### config.mk
export PLATFORM = sky130hd
export DESIGN_NAME = display_scan_ctrl
export DESIGN_NICKNAME = d
export VERILOG_FILES = /design/src/rtl/display_scan_ctrl.sv
export SDC_FILE = /design/constraint.sdc
export NUM_CORES = 1
export LEC_CHECK = 0
export BUFFER_PORTS_ARGS = -buffer_cell sky130_fd_sc_hd__clkbuf_2
export CAP_MARGIN = 15
export CORE_MARGIN = 2
export CORE_UTILIZATION = 50
export DETAILED_ROUTE_END_ITERATION = 10
export PLACE_DENSITY = 0.73
export SLEW_MARGIN = 10
export SYNTH_ARGS = -nofsm -noshare
export SYNTH_HDL_FRONTEND = slang
export SYNTH_SLANG_ARGS = --single-unit
### constraint.sdc
create_clock -name clk -period 3.46 [get_ports clk]
set_input_delay 0.692 -clock clk [delete_from_list [all_inputs] [get_ports clk]]
set_output_delay 0.692 -clock clk [all_outputs]
set_load 0.01 [all_outputs]
### src/rtl/display_scan_ctrl.sv
// Time-multiplexed N-digit 7-segment scan controller with a shared nibble output.
// Display data is double-buffered and only swapped at frame end, so no frame is ever torn.
module display_scan_ctrl #(
  parameter int N_DIGITS  = 4,
  parameter int DWELL_CYC = 4,
  parameter int DEAD_CYC  = 1
) (
  input  logic                  clk,
  input  logic                  rst_n,
  input  logic                  habilita,
  input  logic                  carrega,
  input  logic [4*N_DIGITS-1:0] valor,
  input  logic [N_DIGITS-1:0]   apaga,
  output logic [3:0]            nibble,
  output logic [N_DIGITS-1:0]   anodo,
  output logic                  fim_quadro,
  output logic                  pendente
);

  localparam int MAXC = (DWELL_CYC > DEAD_CYC) ? DWELL_CYC : DEAD_CYC;
  localparam int CW   = (MAXC > 1) ? $clog2(MAXC) : 1;
  localparam int IW   = $clog2(N_DIGITS);
  localparam int VW   = 4 * N_DIGITS;

  localparam logic [CW-1:0] DEAD_LAST  = CW'(DEAD_CYC - 1);
  localparam logic [CW-1:0] DWELL_LAST = CW'(DWELL_CYC - 1);
  localparam logic [IW-1:0] IDX_LAST   = IW'(N_DIGITS - 1);

  typedef enum logic [1:0] {S_OFF, S_BLANK, S_SHOW} state_t;

  state_t              state_q, state_d;
  logic [IW-1:0]       idx_q, idx_d;
  logic [CW-1:0]       cnt_q, cnt_d;
  logic [VW-1:0]       active_q, active_d;
  logic [VW-1:0]       shadow_q, shadow_d;
  logic                pend_q, pend_d;
  logic [3:0]          nibble_q, nibble_d;
  logic [N_DIGITS-1:0] anodo_q, anodo_d;
  logic                fim_q, fim_d;
  logic                last_show;

  assign last_show = (state_q == S_SHOW) && (idx_q == IDX_LAST) && (cnt_q == DWELL_LAST);

  always_comb begin
    state_d = state_q;
    idx_d   = idx_q;
    cnt_d   = cnt_q;
    if (!habilita) begin
      state_d = S_OFF;
      idx_d   = '0;
      cnt_d   = '0;
    end else begin
      case (state_q)
        S_OFF: begin
          state_d = S_BLANK;
          idx_d   = '0;
          cnt_d   = '0;
        end
        S_BLANK: begin
          if (cnt_q == DEAD_LAST) begin
            state_d = S_SHOW;
            cnt_d   = '0;
          end else begin
            cnt_d = cnt_q + CW'(1);
          end
        end
        S_SHOW: begin
          if (cnt_q == DWELL_LAST) begin
            state_d = S_BLANK;
            cnt_d   = '0;
            idx_d   = (idx_q == IDX_LAST) ? '0 : idx_q + IW'(1);
          end else begin
            cnt_d = cnt_q + CW'(1);
          end
        end
        default: begin
          state_d = S_OFF;
          idx_d   = '0;
          cnt_d   = '0;
        end
      endcase
    end
  end

  // While dark (off or being disabled) loads go straight through; otherwise they wait for frame end.
  always_comb begin
    active_d = active_q;
    shadow_d = shadow_q;
    pend_d   = pend_q;
    if (!habilita || (state_q == S_OFF)) begin
      if (carrega) begin
        active_d = valor;
        shadow_d = valor;
        pend_d   = 1'b0;
      end else if (pend_q) begin
        active_d = shadow_q;
        pend_d   = 1'b0;
      end
    end else if (last_show) begin
      if (carrega) begin
        active_d = valor;
        shadow_d = valor;
      end else if (pend_q) begin
        active_d = shadow_q;
      end
      pend_d = 1'b0;
    end else if (carrega) begin
      shadow_d = valor;
      pend_d   = 1'b1;
    end
  end

  // Outputs are computed from next state so the registered values line up with state_q.
  always_comb begin
    nibble_d = 4'h0;
    anodo_d  = '0;
    fim_d    = 1'b0;
    if (state_d != S_OFF) begin
      nibble_d = active_d[{idx_d, 2'b00} +: 4];
    end
    if (state_d == S_SHOW) begin
      anodo_d = ({{(N_DIGITS-1){1'b0}}, 1'b1} << idx_d) & ~apaga;
      fim_d   = (idx_d == IDX_LAST) && (cnt_d == DWELL_LAST);
    end
  end

  always_ff @(posedge clk) begin
    if (!rst_n) begin
      state_q  <= S_OFF;
      idx_q    <= '0;
      cnt_q    <= '0;
      active_q <= '0;
      shadow_q <= '0;
      pend_q   <= 1'b0;
      nibble_q <= 4'h0;
      anodo_q  <= '0;
      fim_q    <= 1'b0;
    end else begin
      state_q  <= state_d;
      idx_q    <= idx_d;
      cnt_q    <= cnt_d;
      active_q <= active_d;
      shadow_q <= shadow_d;
      pend_q   <= pend_d;
      nibble_q <= nibble_d;
      anodo_q  <= anodo_d;
      fim_q    <= fim_d;
    end
  end

  assign nibble     = nibble_q;
  assign anodo      = anodo_q;
  assign fim_quadro = fim_q;
  assign pendente   = pend_q;

endmodule

==> flow_metrics.env, run 1 <==
export IMPL_report_final_slew_viol_count=0
export IMPL_syn_area_per_cell_um2=9.57
export IMPL_layout_min_cycle_time_ps=2520
export IMPL_run_status="completed"
export IMPL_regArea_um2=961
export IMPL_path_max_fanout=9
export IMPL_finalSetupViolCount=0
export IMPL_cts_root_buf="sky130_fd_sc_hd__clkbuf_8"
export IMPL_post_synth_num_cell_types=54
export IMPL_synthesis_nets=271
export IMPL_hold_viol_final=0
export IMPL_netlist_instances=238
export IMPL_cp_arrival_ps=2750
export IMPL_worst_setup_hold_path_clk_slew_ps=90
export IMPL_period_share_pct=72.9
export IMPL_drt_pass1_iterations=4
export IMPL_globalRouteOverflowTotal=0
export IMPL_setup_worst_path_end_class="flop"
export IMPL_cts_repair_resize_count=0
export IMPL_synth_sequential_area_ratio_pct=42.2
export IMPL_dieArea_um2=5110
export IMPL_cts_buffers_inserted=5
export IMPL_ios=34
export IMPL_power_density_nw_per_um2=423
export IMPL_gr_usage_all_layers_pct=21.0
export IMPL_post_route_cells_drive_above_1_share_pct=21.6
export IMPL_critical_path_slowest_cell="sky130_fd_sc_hd__or4b_1"
export IMPL_cp_slowest_stage_delay_ps=470
export IMPL_fmax_mhz=397
export IMPL_die_h_um=71.5
export IMPL_clk_insertion_delay_late_ps=300
export IMPL_grt_setup_unrepaired="no"
export IMPL_cts_sink_count=48
export IMPL_worst_hold_path_num_cells=2
export IMPL_crit_path_cell_count=7
export IMPL_synth_flop_cell="sky130_fd_sc_hd__dfxtp_1"
export IMPL_critical_setup_path_kind="reg2reg"
export IMPL_number_of_antenna_violations_at_the_first_check_in_global_routing=0
export IMPL_first_iteration_detailed_routing_drc_count=156
export IMPL_core_area_um2=4380
export IMPL_worstPathBufferInverterCount=1
export IMPL_hpwl_um=3610
export IMPL_summed_instance_area_of_the_synthesized_netlist_um2=2280
export IMPL_multi_input_gate_area_um2=1230
export IMPL_max_slew_margin_rel_pct=64.7
export IMPL_vias_in_the_first_global_route=1730
export IMPL_synth_async_sr_flop_share_pct=0
export IMPL_cp_start_kind="flop"
export IMPL_post_drt_wl_per_cell_um=15.7
export IMPL_cap_viol_max_count=0
export IMPL_remaining_drc_errors=0
export IMPL_tightestPinTransition_ps=528
export IMPL_antenna_violating_nets_post_route=0
export IMPL_timing_critical_path_required_ps=3690
export IMPL_worstPathCellList="inv_1, ha_1, and3b_4, a211oi_4, nor3b_4, or4b_1, a41oi_1"
export IMPL_power_leakage_uw=0.00111
export IMPL_synth_seq_cells=48
export IMPL_hold_ws_ps=501
export IMPL_post_cts_buffers=0
export IMPL_worst_clock_skew_ps=9.00
export IMPL_final_setup_tns_ps=0
export IMPL_tritoncts="built"
export IMPL_initial_cell_density_of_the_core_pct=51.9
export IMPL_net_total_in_the_final_layout=301
export IMPL_timing_hold_worst_class="reg2reg"
export IMPL_area_growth_syn_to_layout_pct=12.1
export IMPL_antenna_cells=0
export IMPL_max_vdd_ir_drop_mv=0.270
export IMPL_first_pass_grt_wire_length_um=8420
export IMPL_fill_cell_count=396
export IMPL_rows=24
export IMPL_port_buffers=33
export IMPL_h_tree_depth=2
export IMPL_rr_worst_depth=7
export IMPL_die_w_um=71.5
export IMPL_num_vias=1868
export IMPL_via_per_inst=5.82
export IMPL_postRouteWirelength_um=5050
export IMPL_synth_edff_count=0
export IMPL_gpl_congestion=0.774
export IMPL_critPathTopFamily="simple AND/OR/NAND/NOR gates"
export IMPL_cts_path_max_buffers=2
export IMPL_pin_count_of_the_biggest_net_entering_global_routing=29
export IMPL_postCtsHoldBufs=0
export IMPL_ys_warn_count=0
## placed cells by master, fill, tap and decap left out, drive strengths merged, types with 6 or more instances in the layout
master and count:
nor3 14, ha 9, a211oi 9, nor2 32, clkbuf 39, mux2i 16, nor4 7, a21oi 14
or3 9, dfxtp 48, inv 9, or4b 6
## flip-flops by register name (all words and copies together) (netlist names)
signal,flops
active_q,16
nibble,4
fim_quadro,1
state_q,2
idx_q,2
cnt_q,2
shadow_q,16
pendente,1
anodo,4
## layer usage
| metal | vias to the layer above | routed length, µm | track usage, % |
|---|---|---|---|
| li1 | 931 | - | - |
| met1 | 884 | 2460 | 29.9 |
| met2 | 45 | 2280 | 31.0 |
| met3 | 8 | 236 | 4.78 |
| met4 | 0 | 73 | 8.18 |
| met5 | - | 0 | 0 |
## synth_stat cells, types with 4 or more instances
cell type | count | area [µm²]
sky130_fd_sc_hd__inv_1 | 7 | 26.3
sky130_fd_sc_hd__nor3_1 | 13 | 65.1
sky130_fd_sc_hd__mux2i_1 | 16 | 160
sky130_fd_sc_hd__o31ai_1 | 4 | 30.0
sky130_fd_sc_hd__nor4_1 | 7 | 43.8
sky130_fd_sc_hd__buf_2 | 4 | 20.0
sky130_fd_sc_hd__or3_1 | 8 | 50.1
sky130_fd_sc_hd__dfxtp_1 | 48 | 961
sky130_fd_sc_hd__nor2_1 | 31 | 116
sky130_fd_sc_hd__ha_1 | 9 | 113
sky130_fd_sc_hd__a21oi_1 | 14 | 70.1
sky130_fd_sc_hd__and2_1 | 5 | 31.3
sky130_fd_sc_hd__a211oi_1 | 8 | 60.1
sky130_fd_sc_hd__or4b_1 | 6 | 60.1
## area by class of cell
type | count | share of cell area [%]
Multi-Input combinational cell | 171 | 48.1
Sequential cell | 48 | 37.6
Timing Repair Buffer | 34 | 6.76
Clock buffer | 6 | 3.23
Tap cell | 52 | 2.55
Inverter | 8 | 1.18
Clock inverter | 2 | 0.539
## report_power, final
group	internal, µW	switching (µW)
combinational	54.5	72.6
clock	164	194
sequential	582	12.7
## logic make-up (layout without fill, tap and decap cells)
kind of cell | count (synthesis) | after routing | share of synthesized area, %
AOI/OAI and AO/OA | 46 | 46 | 15.3
adders and majority gates | 9 | 9 | 4.95
buffers and inverters | 19 | 50 | 3.85
DFF | 48 | 48 | 42.2
muxes | 18 | 18 | 8.02
and+or+nand+nor | 98 | 98 | 25.7
## tightest hold or removal path, delay by kind of cell, from the launching register on
family        cells  cell delay [ps]
flops             1              330
simple gates      1               80
mux               1               60
## through the flow
stage	total power [µW]	util (%)	instances	cell area [µm²]	setup slack (ps)
floorplan	693	-	238	2280	1280
global placement	732	56.1	313	2460	1040
detailed placement	734	56.1	313	2460	990
CTS	1090	58.2	321	2550	940
global route	1120	58.2	321	2550	724
finish	1080	58.2	321	2550	939
## final timing paths
check                endpoint         from  slack (ps)
setup reg to reg    nibble[3]   state_q[0]         940
setup / recovery    nibble[3]   state_q[0]         940
hold / removal    shadow_q[9]  shadow_q[9]         500
hold reg to reg   shadow_q[9]  shadow_q[9]         500
No activity file was read; power rests on OpenSTA's default activity.
==> run 2: changes to the inputs <==
clock period = 2.5 ns   (was 3.46 ns; I/O delays follow)
==> flow_metrics.env, run 2 (synthesis results as in run 1) <==
export IMPL_area_growth_syn_to_layout_pct=14.3
export IMPL_tightestPinTransition_ps=403
export IMPL_finalSetupViolCount=0
export IMPL_cp_start_kind="flop"
export IMPL_cts_sink_count=48
export IMPL_fill_cell_count=398
export IMPL_cp_slowest_stage_delay_ps=480
export IMPL_timing_hold_worst_class="in2reg"
export IMPL_critical_path_slowest_cell="sky130_fd_sc_hd__or4b_1"
export IMPL_postRouteWirelength_um=5150
export IMPL_initial_cell_density_of_the_core_pct=51.9
export IMPL_fmax_mhz=425
export IMPL_power_density_nw_per_um2=554
export IMPL_cp_arrival_ps=2570
export IMPL_final_setup_tns_ps=0
export IMPL_critical_setup_path_kind="reg2reg"
export IMPL_setup_worst_path_start="state_q[0]"
export IMPL_via_per_inst=5.64
export IMPL_place_area_um2=2520
export IMPL_globalRouteOverflowTotal=0
export IMPL_cap_viol_max_count=0
export IMPL_report_final_slew_viol_count=0
export IMPL_remaining_drc_errors=0
export IMPL_top_regs="active_q: 16 flops, shadow_q: 16 flops"
export IMPL_cts_buffers_inserted=5
export IMPL_post_layout_nonfiller_instances=329
export IMPL_die_w_um=71.5
export IMPL_cts_path_max_buffers=2
export IMPL_post_cts_buffers=0
export IMPL_final_design_area_no_fill_um2=2600
export IMPL_period_share_pct=94.1
export IMPL_drt_pass1_iterations=4
export IMPL_antenna_cells=0
export IMPL_hold_ws_ps=355
export IMPL_placedCellCount=322
export IMPL_clk_insertion_delay_late_ps=290
export IMPL_hold_viol_final=0
export IMPL_globalRoute_busiestLayer="met2"
export IMPL_number_of_antenna_violations_at_the_first_check_in_global_routing=0
export IMPL_rows=24
export IMPL_post_route_cells_drive_above_1_share_pct=23.5
export IMPL_globalRouteMet1Util_pct=28.4
export IMPL_h_tree_depth=2
export IMPL_dieArea_um2=5110
export IMPL_timing_critical_path_required_ps=2720
export IMPL_final_critical_path_setup_slack_ps=148
export IMPL_first_pass_grt_wire_length_um=8870
export IMPL_antenna_violating_nets_post_route=0
export IMPL_path_max_fanout=6
export IMPL_postCtsHoldBufs=0
export IMPL_max_vdd_ir_drop_mv=0.375
export IMPL_share_seq_of_total_power_pct=57.2
export IMPL_p_switching_uw=363
export IMPL_use_met2_pct=36.2
export IMPL_layout_min_cycle_time_ps=2350
export IMPL_gr_usage_all_layers_pct=21.5
export IMPL_hpwl_um=3880
export IMPL_vias_in_the_first_global_route=1892
export IMPL_critical_path_reg2reg_startpoint="state_q[0]"
export IMPL_layout_commonest_cell="sky130_fd_sc_hd__dfxtp_1"
export IMPL_cts_repair_resize_count=0
export IMPL_comb_power_share_pct=12.7
export IMPL_max_slew_margin_rel_pct=73.1
export IMPL_pwr_share_clk_pct=30.1
export IMPL_dpl_worst_slack_ps=166
export IMPL_run_status="completed"
export IMPL_worst_setup_hold_path_clk_slew_ps=80
export IMPL_grt_util_met3_pct=3.66
export IMPL_grt_setup_unrepaired="no"
export IMPL_pin_count_of_the_biggest_net_entering_global_routing=28
export IMPL_worstPathCellList="inv_1, ha_1, and3b_4, a211oi_4, nor3b_4, or4b_1, a41oi_1"
export IMPL_first_iteration_detailed_routing_drc_count=99
export IMPL_die_h_um=71.5
export IMPL_tritoncts="built"
export IMPL_holdCritStartpoint="apaga[1]"
export IMPL_ios=34
export IMPL_port_buffers=33
export IMPL_setup_worst_path_end_class="flop"
export IMPL_post_drt_wl_per_cell_um=15.7
export IMPL_num_vias=1856
export IMPL_cts_root_buf="sky130_fd_sc_hd__clkbuf_8"
export IMPL_net_total_in_the_final_layout=310
export IMPL_core_area_um2=4380
export IMPL_layout_common_cells="48 x sky130_fd_sc_hd__dfxtp_1, 33 x sky130_fd_sc_hd__clkbuf_2, 31 x sky130_fd_sc_hd__nor2_1"
export IMPL_power_leakage_uw=0.00114
export IMPL_gpl_congestion=0.828
export IMPL_worst_clock_skew_ps=2.88
export IMPL_p_int_uw=1080
export IMPL_sw_frac_of_total_pct=25.2
-- run 2: changes by cell type in the layout (fill, tap and decap cells not counted) --
cell	change
sky130_fd_sc_hd__buf_4	+9
sky130_fd_sc_hd__clkbuf_1	+1
sky130_fd_sc_hd__clkbuf_8	-1
sky130_fd_sc_hd__inv_6	-1
-- run 2: path summary, 6_finish.rpt --
kind         slack (ps)  cells after the start     endpoint
max                 150                      7    nibble[3]
min                 350                      2     anodo[1]
min reg2reg         500                      2  shadow_q[4]
max reg2reg         150                      7    nibble[3]
-- run 2: worst max-delay path: cells and delay by family, from the launching register on --
kind	cells	cell delay, ps
buffers and inverters	1	80
AOI/OAI and AO/OA	2	510
adders and majority gates	1	290
DFF	1	400
and+or+nand+nor	3	980
-- run 2: metrics by stage --
stage / total power (µW) / util [%]
2_1_floorplan: 960 / -
3_3_place_gp: 1020 / 57.6
3_5_place_dp: 1020 / 57.6
4_1_cts: 1450 / 59.4
5_1_grt: 1500 / 59.4
6_report: 1440 / 59.4
-- run 2: area by class of cell --
class                   instances  area (µm²)  share of cell area [%]
clock inverters                 1        5.00                   0.192
repair buffers                 43         240                    9.23
multi-input cells             171        1230                    47.2
inverters                       8        30.0                    1.15
well taps                      52        65.1                    2.50
clock buffers                   6        72.6                    2.79
flip-flops and latches         48         961                    36.9
-- run 2: power groups by stage --
stage / Sequential [µW] / Clock [µW] / Combinational, µW
after global routing: 828 / 471 / 206
after floorplan: 838 / 0 / 121
after detailed placement: 841 / 0 / 182
final: 824 / 434 / 183
after CTS: 824 / 444 / 183
after global placement: 840 / 0 / 180
-- run 2: per-layer routing --
layer  routed length (µm)  up-vias
met4                   62        0
met5                    0        -
li1                     -      947
met1                 2380      869
met3                  201        6
met2                 2500       34
